[config.mk]
export PLATFORM = sky130hd
export DESIGN_NAME = mem_port_arbiter
export DESIGN_NICKNAME = d
export VERILOG_FILES = /design/src/rtl/mem_port_arbiter_pkg.sv /design/src/rtl/mem_port_arbiter_starve_guard.sv /design/src/rtl/mem_port_arbiter.sv
export SDC_FILE = /design/constraint.sdc
export NUM_CORES = 1
export LEC_CHECK = 0
export BUFFER_PORTS_ARGS = -buffer_cell sky130_fd_sc_hd__buf_2
export CAP_MARGIN = 20
export CORE_ASPECT_RATIO = 0.6
export CORE_MARGIN = 1
export CORE_UTILIZATION = 46
export DETAILED_ROUTE_END_ITERATION = 8
export GPL_TIMING_DRIVEN = 0
export PLACE_DENSITY = 0.93
export SLEW_MARGIN = 40
export SYNTH_ARGS = -nofsm -noshare
export SYNTH_HDL_FRONTEND = slang
export SYNTH_SLANG_ARGS = --single-unit
[constraint.sdc]
create_clock -name clk -period 16.31 [get_ports clk]
set_clock_uncertainty 0.15 [all_clocks]
set_input_delay 4.893 -clock clk [delete_from_list [all_inputs] [get_ports clk]]
set_output_delay 4.893 -clock clk [all_outputs]
set_load 0.02 [all_outputs]
[src/rtl/mem_port_arbiter_pkg.sv]
// Shared types and helpers for the fetch/data memory port arbiter.
package mem_port_arbiter_pkg;

  localparam int unsigned DBITS_DEF = 16;
  localparam int unsigned ABITS_DEF = 12;

  typedef enum logic [1:0] {
    ST_IDLE   = 2'b00,
    ST_RESP_I = 2'b01,
    ST_RESP_D = 2'b10
  } resp_state_e;

  // A byte address targets memory when every bit above the word-address field is zero.
  function automatic logic addr_in_range(input logic [31:0] addr, input int unsigned abits);
    return (addr >> (abits + 1)) == 32'd0;
  endfunction

endpackage

[src/rtl/mem_port_arbiter_starve_guard.sv]
// Saturating count of contended data grants; forces fetch through once it hits STARVE.
module mem_port_arbiter_starve_guard #(
  parameter int unsigned STARVE = 3
) (
  input  logic clk,
  input  logic rst,
  input  logic ireq,
  input  logic ignt,
  input  logic dgnt,
  output logic force_fetch
);

  localparam int unsigned CW = (STARVE > 1) ? $clog2(STARVE + 1) : 1;

  logic [CW-1:0] cnt_q;

  always_ff @(posedge clk or posedge rst) begin
    if (rst) begin
      cnt_q <= '0;
    end else if (!ireq || ignt) begin
      cnt_q <= '0;
    end else if (dgnt && (cnt_q != CW'(STARVE))) begin
      cnt_q <= cnt_q + CW'(1);
    end
  end

  assign force_fetch = (cnt_q == CW'(STARVE));

endmodule

[src/rtl/mem_port_arbiter.sv]
// Arbitrates the single memory port between fetch and data requesters and
// steers the registered read data back to the owner of the previous cycle.
module mem_port_arbiter
  import mem_port_arbiter_pkg::*;
#(
  parameter int unsigned DBITS  = DBITS_DEF,
  parameter int unsigned ABITS  = ABITS_DEF,
  parameter int unsigned STARVE = 3
) (
  input  logic             clk,
  input  logic             rst,
  input  logic             ireq,
  input  logic [DBITS-1:0] iaddr,
  output logic             ignt,
  output logic             ivalid,
  output logic [DBITS-1:0] idout,
  input  logic             dreq,
  input  logic             dwe,
  input  logic [DBITS-1:0] daddr,
  input  logic [DBITS-1:0] ddin,
  output logic             dgnt,
  output logic             dvalid,
  output logic [DBITS-1:0] ddout,
  output logic [ABITS-1:0] maddr,
  output logic [DBITS-1:0] mdin,
  output logic             mwe,
  input  logic [DBITS-1:0] mdout
);

  resp_state_e      state_q, state_d;
  logic [ABITS-1:0] maddr_q;
  logic [DBITS-1:0] idout_q, ddout_q;
  logic             d_mem, d_io, force_fetch;
  logic             iaddr_unused;

  assign d_mem        = dreq && addr_in_range(32'(daddr), ABITS);
  assign d_io         = dreq && !addr_in_range(32'(daddr), ABITS);
  assign mdin         = ddin;
  assign iaddr_unused = ^{iaddr[DBITS-1:ABITS+1], iaddr[0]};

  mem_port_arbiter_starve_guard #(
    .STARVE(STARVE)
  ) u_starve_guard (
    .clk        (clk),
    .rst        (rst),
    .ireq       (ireq),
    .ignt       (ignt),
    .dgnt       (dgnt),
    .force_fetch(force_fetch)
  );

  // Grant selection, port steering and response tracking.
  always_comb begin
    ignt    = 1'b0;
    dgnt    = 1'b0;
    mwe     = 1'b0;
    maddr   = maddr_q;
    state_d = ST_IDLE;
    ivalid  = 1'b0;
    dvalid  = 1'b0;
    idout   = idout_q;
    ddout   = ddout_q;

    if (!rst) begin
      if (d_io) begin
        // I/O accesses never touch the port, so fetch can share the cycle.
        dgnt = 1'b1;
        ignt = ireq;
      end else if (d_mem && !(ireq && force_fetch)) begin
        dgnt = 1'b1;
      end else begin
        ignt = ireq;
      end
    end

    if (ignt) begin
      maddr   = iaddr[ABITS:1];
      state_d = ST_RESP_I;
    end else if (dgnt && d_mem) begin
      maddr = daddr[ABITS:1];
      mwe   = dwe;
      if (!dwe) begin
        state_d = ST_RESP_D;
      end
    end

    case (state_q)
      ST_RESP_I: begin
        ivalid = 1'b1;
        idout  = mdout;
      end
      ST_RESP_D: begin
        dvalid = 1'b1;
        ddout  = mdout;
      end
      default: ;
    endcase
  end

  always_ff @(posedge clk or posedge rst) begin
    if (rst) begin
      state_q <= ST_IDLE;
      maddr_q <= '0;
      idout_q <= '0;
      ddout_q <= '0;
    end else begin
      state_q <= state_d;
      maddr_q <= maddr;
      idout_q <= idout;
      ddout_q <= ddout;
    end
  end

endmodule

==> impl_metrics.toml, run 1 <==
[floorplanning]
io_pins = 134
core.rowCount = 19
die_height_um = 55.96
dieArea_um2 = 5144
initial_utilization_pct = 48.40
die_w_um = 91.93
coreArea_um2 = 4612

[detailed_routing]
detail_route.vias_per_cell = 4.862
wl_um = 5104
num_vias = 1760
wire_per_inst_um = 14.10
drc = 0
first_iter_violations = 54
ant_nets = 0
first_pass_iters = 4

[logic_synthesis]
ys_types = 26
synth_cells = 178
ys_ff_latch = 48
synthesis.area_um2 = 2232
ys_warn_count = 0
syn_nets = 248
ys_seq_area_share_pct = 53.81
syn_avg_cell_area_um2 = 12.54

[critical_path]
crit_top_cell = "buf_2"
r2r_slack_ns = 14.58
crit_buf_inv = 5
reg2reg_to = "maddr_q[3]$_DFF_PP0_"
rr_worst_depth = 5
critPathCaptureType = "output port"
critPathLaunchType = "input port"
required_ns = 11.27
critPathSlowestCell = "clkbuf_4"
cp-startpoint = "rst"
cp.arrival_ns = 6.39
critPathMaxFanout = 35
path_depth = 7
crit_type = "input port to output port"
crit_end = "maddr[3]"
r2r-start = "u_starve_guard.cnt_q[0]$_DFFE_PP0P_"
crit_chain = "buf_2 -> clkinv_1 -> clkbuf_4 -> buf_12 -> nand4_1 -> o221ai_1 -> buf_2"
slowest_delay_ns = 0.37
critPathTopFamily = "buffers and inverters"

[layout]
multi_input_area_um2 = 784.5
nNetsFinal = 368
most-common-layout-cells = "117 x buf_2, 48 x dfrtp_1, 32 x mux2_2, 17 x buf_4, 15 x nand2_1"
drive_gt1_share_pct = 63.21
antennaDiodeCount = 0
seq_area_um2 = 1201
final_common_cell = "buf_2"
area_growth_pct = 33.63
fill_cells = 370

[grt]
grt_pass1_wl_um = 8024
gr-total-overflow = 0
first_global_vias = 1731
track_usage_pct = 19.82
grt_max_degree = 36
antenna_found_initial = 0

[timing]
finalHoldViolations = 0
finalCritPeriodShare_pct = 70.08
final.setup.worst_slack_ns = 4.880
grt_setup_unrepaired = "false"
worst_pin_slew_ns = 0.5128
min_period_ns = 11.43
finalSetupTns_ns = 0
slew_headroom_pct = 65.81
drv_slew = 0
hold_slack_ns = 0.3476
setup_viol = 0
fmax_ghz = 0.08749

[placement]
post-place-ws_ns = 4.874
port_buffers = 112
gp_congestion = 0.7911
dp_hpwl_um = 3943

[clock_network]
cts-root-buf = "clkbuf_8"
htreeDepth = 2
numCtsBuffers = 5
cts_tree = "done"
cts_max_path_buffers = 2
clk-insertion-delay-late_ns = 0.29
cts.clk_slew.worst_paths_ns = 0.09
ctsResizeCount = 0
cts_sinks = 48
hold_buffers = 0
cts_setup_buffers = 0

[status]
status = "finished, final reports clean"

[power_and_ir_drop]
power.leakage_nw = 1.508
peakVddDrop_uv = 75.15
p_per_area_nw_per_um2 = 103.2
power_uw = 307.7

[hold_path]
min_path_type = "flop to flop"

[flow_run]
drv_cap = 0
[cells in the mapped netlist]
library cell | instances | area [um^2]
o21a_1 | 1 | 7.510
buf_2 | 5 | 25.02
inv_1 | 14 | 52.55
o221ai_1 | 3 | 26.28
nand2_1 | 15 | 56.30
and3_1 | 2 | 12.51
and2_1 | 1 | 6.260
buf_4 | 17 | 127.6
mux2_2 | 32 | 360.4
o221ai_2 | 9 | 135.1
clkbuf_1 | 3 | 11.26
a21oi_1 | 2 | 10.01
nor2b_1 | 2 | 12.51
nor3_1 | 1 | 5.000
nor2_1 | 1 | 3.750
dfrtp_1 | 48 | 1201
buf_8 | 1 | 15.01
or4_1 | 1 | 7.510
nand2b_1 | 1 | 6.260
nand3_1 | 1 | 5.000
buf_6 | 1 | 11.26
nor3b_2 | 1 | 12.51
clkinv_1 | 1 | 3.750
nor4b_4 | 1 | 23.77
ha_1 | 1 | 12.51
nand4_1 | 13 | 81.33
[routing by layer]
metal | global-route usage, % | up-vias | wire (um)
li1 | - | 845 | -
met1 | 25.99 | 845 | 2250
met2 | 34.22 | 70 | 2520
met3 | 5.055 | 0 | 333
met4 | 2.679 | 0 | 0
met5 | 0 | - | 0
[where the power goes]
group	leakage, nW	total, mW	internal (mW)	switching, mW
clock network	0.0479	0.0687	0.0299	0.0388
registers	0.577	0.142	0.138	0.00482
logic	0.883	0.0966	0.0395	0.0571
[flip-flops by register name, summed over array words and instances, names as in the netlist]
signal	count
state_q	2
idout_q	16
ddout_q	16
maddr_q	12
u_starve_guard.cnt_q	2
[per-stage QoR]
| step | instance area, um^2 | utilization [%] | instances |
|---|---|---|---|
| floorplan | 2232 | - | 178 |
| global placement | 2872 | 62.26 | 353 |
| detailed placement | 2895 | 62.78 | 354 |
| CTS | 2983 | 64.68 | 362 |
| global route | 2983 | 64.68 | 362 |
| finish | 2983 | 64.68 | 362 |
[worst min-delay path by stage]
stage,start,endpoint,cells past startpoint
after floorplan,u_starve_guard.cnt_q[1]$_DFFE_PP0P_,u_starve_guard.cnt_q[1]$_DFFE_PP0P_,2
after global placement,idout_q[0]$_DFF_PP0_,idout_q[0]$_DFF_PP0_,1
after detailed placement,idout_q[6]$_DFF_PP0_,idout_q[6]$_DFF_PP0_,1
after CTS,idout_q[6]$_DFF_PP0_,idout_q[6]$_DFF_PP0_,1
after global routing,idout_q[6]$_DFF_PP0_,idout_q[6]$_DFF_PP0_,1
final,idout_q[6]$_DFF_PP0_,idout_q[6]$_DFF_PP0_,1
[layout make-up]
type	count	share of cell area [%]
Tap cell	63	2.643
Timing Repair Buffer	113	19.46
Clock inverter	3	0.6292
Inverter	15	1.888
Sequential cell	48	40.27
Multi-Input combinational cell	88	26.30
Clock buffer	5	2.307
Buffer	27	6.502
[worst register-to-register path, cell delays in order, from the launching register on]
cell and delay [ns]:
dfrtp_1 0.40, ha_1 0.20, nand2_1 0.18, clkbuf_1 0.41
nand4_1 0.15, o221ai_1 0.14
[cell families (layout without fill, tap and decap cells)]
logic type | Yosys count | after routing | share of synthesized area, %
DFF | 48 | 48 | 53.81
buffers and inverters | 42 | 163 | 11.04
and+or+nand+nor | 40 | 40 | 10.43
muxes | 32 | 32 | 16.14
AOI/OAI and AO/OA | 15 | 15 | 8.016
adders and majority gates | 1 | 1 | 0.5604
(Power assumes the default switching activity.)
==> run 2, diff against run 1 <==
- CORE_UTILIZATION: 46 -> 39
- PLACE_DENSITY: 0.93 -> 0.85
- clock period: 16.31 -> 9.9 ns (I/O delays scaled with it)
==> impl_metrics.toml, run 2 (same netlist as run 1, synthesis figures left out) <==
[detailed_routing]
wl_um = 4976
drc = 0
num_vias = 1787
first_iter_violations = 29
detail_route.vias_per_cell = 4.753
wire_per_inst_um = 13.23
first_pass_iters = 4
ant_nets = 0

[timing]
worst_pin_slew_ns = 0.4537
final.setup.worst_slack_ns = 2.338
finalCritPeriodShare_pct = 76.38
finalSetupTns_ns = 0
min_period_ns = 7.562
finalHoldViolations = 0
fmax_ghz = 0.1322
grt_setup_unrepaired = "false"
setup_viol = 0
drv_slew = 0
slew_headroom_pct = 69.75

[grt]
gr-total-overflow = 0
antenna_found_initial = 0
track_usage_pct = 16.52
grt_pass1_wl_um = 7693
grt_max_degree = 30
first_global_vias = 1657

[floorplanning]
die_height_um = 60.60
dieArea_um2 = 6040
initial_utilization_pct = 42.27
io_pins = 134
coreArea_um2 = 5280
core.rowCount = 20
die_w_um = 99.67

[critical_path]
critPathMaxFanout = 29
cp-startpoint = "rst"
critPathTopFamily = "buffers and inverters"
cp.arrival_ns = 4.44
slowest_delay_ns = 0.40
critPathCaptureType = "output port"
critPathLaunchType = "input port"
crit_buf_inv = 5
critPathSlowestCell = "clkbuf_4"
crit_top_cell = "buf_2"
crit_type = "input port to output port"
crit_chain = "buf_2 -> clkinv_1 -> clkbuf_4 -> buf_12 -> nand4_1 -> o221ai_2 -> buf_2"
required_ns = 6.78
r2r-start = "u_starve_guard.cnt_q[0]$_DFFE_PP0P_"

[power_and_ir_drop]
power.leakage_nw = 1.514
pwr-share-seq_pct = 44.1
internal_power_uw = 366.4
p_sw_uw = 164.6
power_uw = 531.1
clkPwrFrac_pct = 26.1
power_frac_comb_pct = 29.8
peakVddDrop_uv = 114.7
netSwitchingFraction_pct = 31.00
p_per_area_nw_per_um2 = 175.6

[placement]
gp_congestion = 0.8453
post-place-ws_ns = 2.314
port_buffers = 112
dp_hpwl_um = 3937

[layout]
antennaDiodeCount = 0
nNetsFinal = 368
most-common-layout-cells = "117 x buf_2, 48 x dfrtp_1, 32 x mux2_2, 17 x buf_4, 15 x nand2_1"
final_common_cell = "buf_2"
area_growth_pct = 35.48
reg.largest.list = "ddout_q x16, idout_q x16, maddr_q x12"
drive_gt1_share_pct = 63.21

[clock_network]
numCtsBuffers = 5
clk-insertion-delay-late_ns = 0.29
cts_setup_buffers = 0
cts_sinks = 48
hold_buffers = 0
cts-root-buf = "clkbuf_8"
htreeDepth = 2
cts.clk_slew.worst_paths_ns = 0.09
cts_tree = "done"
ctsResizeCount = 0
cts_max_path_buffers = 2

[hold_path]
min_path_type = "flop to flop"
hold_start = "idout_q[3]$_DFF_PP0_"

[flow_run]
drv_cap = 0

[status]
status = "finished, final reports clean"
run 2: changes by cell type in the layout (fill, tap and decap cells not counted):
| cell | previous run | this run |
|---|---|---|
| clkinv_2 | 2 | 1 |
| bufinv_16 | 0 | 1 |
| clkinvlp_4 | 0 | 1 |
| clkinv_4 | 1 | 0 |
run 2: stage by stage:
stage / utilization (%) / hold WS [ns] / cell area (um^2) / std cells
floorplan: - / 0.3610 / 2232 / 178
global placement: 54.72 / 0.3253 / 2889 / 367
detailed placement: 55.17 / 0.3292 / 2913 / 368
CTS: 57.27 / 0.3513 / 3024 / 376
global route: 57.27 / 0.3615 / 3024 / 376
finish: 57.27 / 0.3467 / 3024 / 376
run 2: metal layers:
metal / global-route usage [%] / share of wire, % / wire length [um]
met2: 27.49 / 46 / 2309
met3: 5.184 / 4.8 / 240
met4: 1.891 / 0 / 0
met1: 22.26 / 49 / 2426
met5: 0 / 0 / 0
run 2: power by group through the flow:
stage / Clock [mW] / Combinational (mW) / Sequential, mW
CTS: 0.145 / 0.160 / 0.235
finish: 0.139 / 0.158 / 0.234
floorplan: 0 / 0.107 / 0.236
global route: 0.153 / 0.170 / 0.237
detailed placement: 0 / 0.160 / 0.239
global placement: 0 / 0.156 / 0.237
run 2: worst reg2reg max path, delay by kind of cell (launching register included):
kind | cells | cell delay (ns)
simple gates | 2 | 0.37
compound gates | 1 | 0.10
fa+ha+maj | 1 | 0.20
flops | 1 | 0.41
buf+inv | 1 | 0.39
run 2: final timing paths:
kind | slack [ns] | depth (start not counted) | endpoint
worst min-delay path | 0.35 | 1 | idout_q[3]$_DFF_PP0_
max in group asynchronous | 6.29 | 4 | ddout_q[3]$_DFF_PP0_
worst max register to register | 8.18 | 5 | maddr_q[4]$_DFF_PP0_
worst max-delay path | 2.34 | 7 | maddr[1]
min in group asynchronous | 2.84 | 3 | maddr_q[6]$_DFF_PP0_
worst min register to register | 0.35 | 1 | idout_q[3]$_DFF_PP0_
run 2: layout make-up:
cell class	instances	area, um^2
fillers	489	2256
flip-flops and latches	48	1201
multi-input cells	88	784.5
repair buffers	113	580.6
plain buffers	27	193.9
well taps	77	96.34
clock buffers	5	68.82
inverters	15	56.30
clock inverters	3	42.54
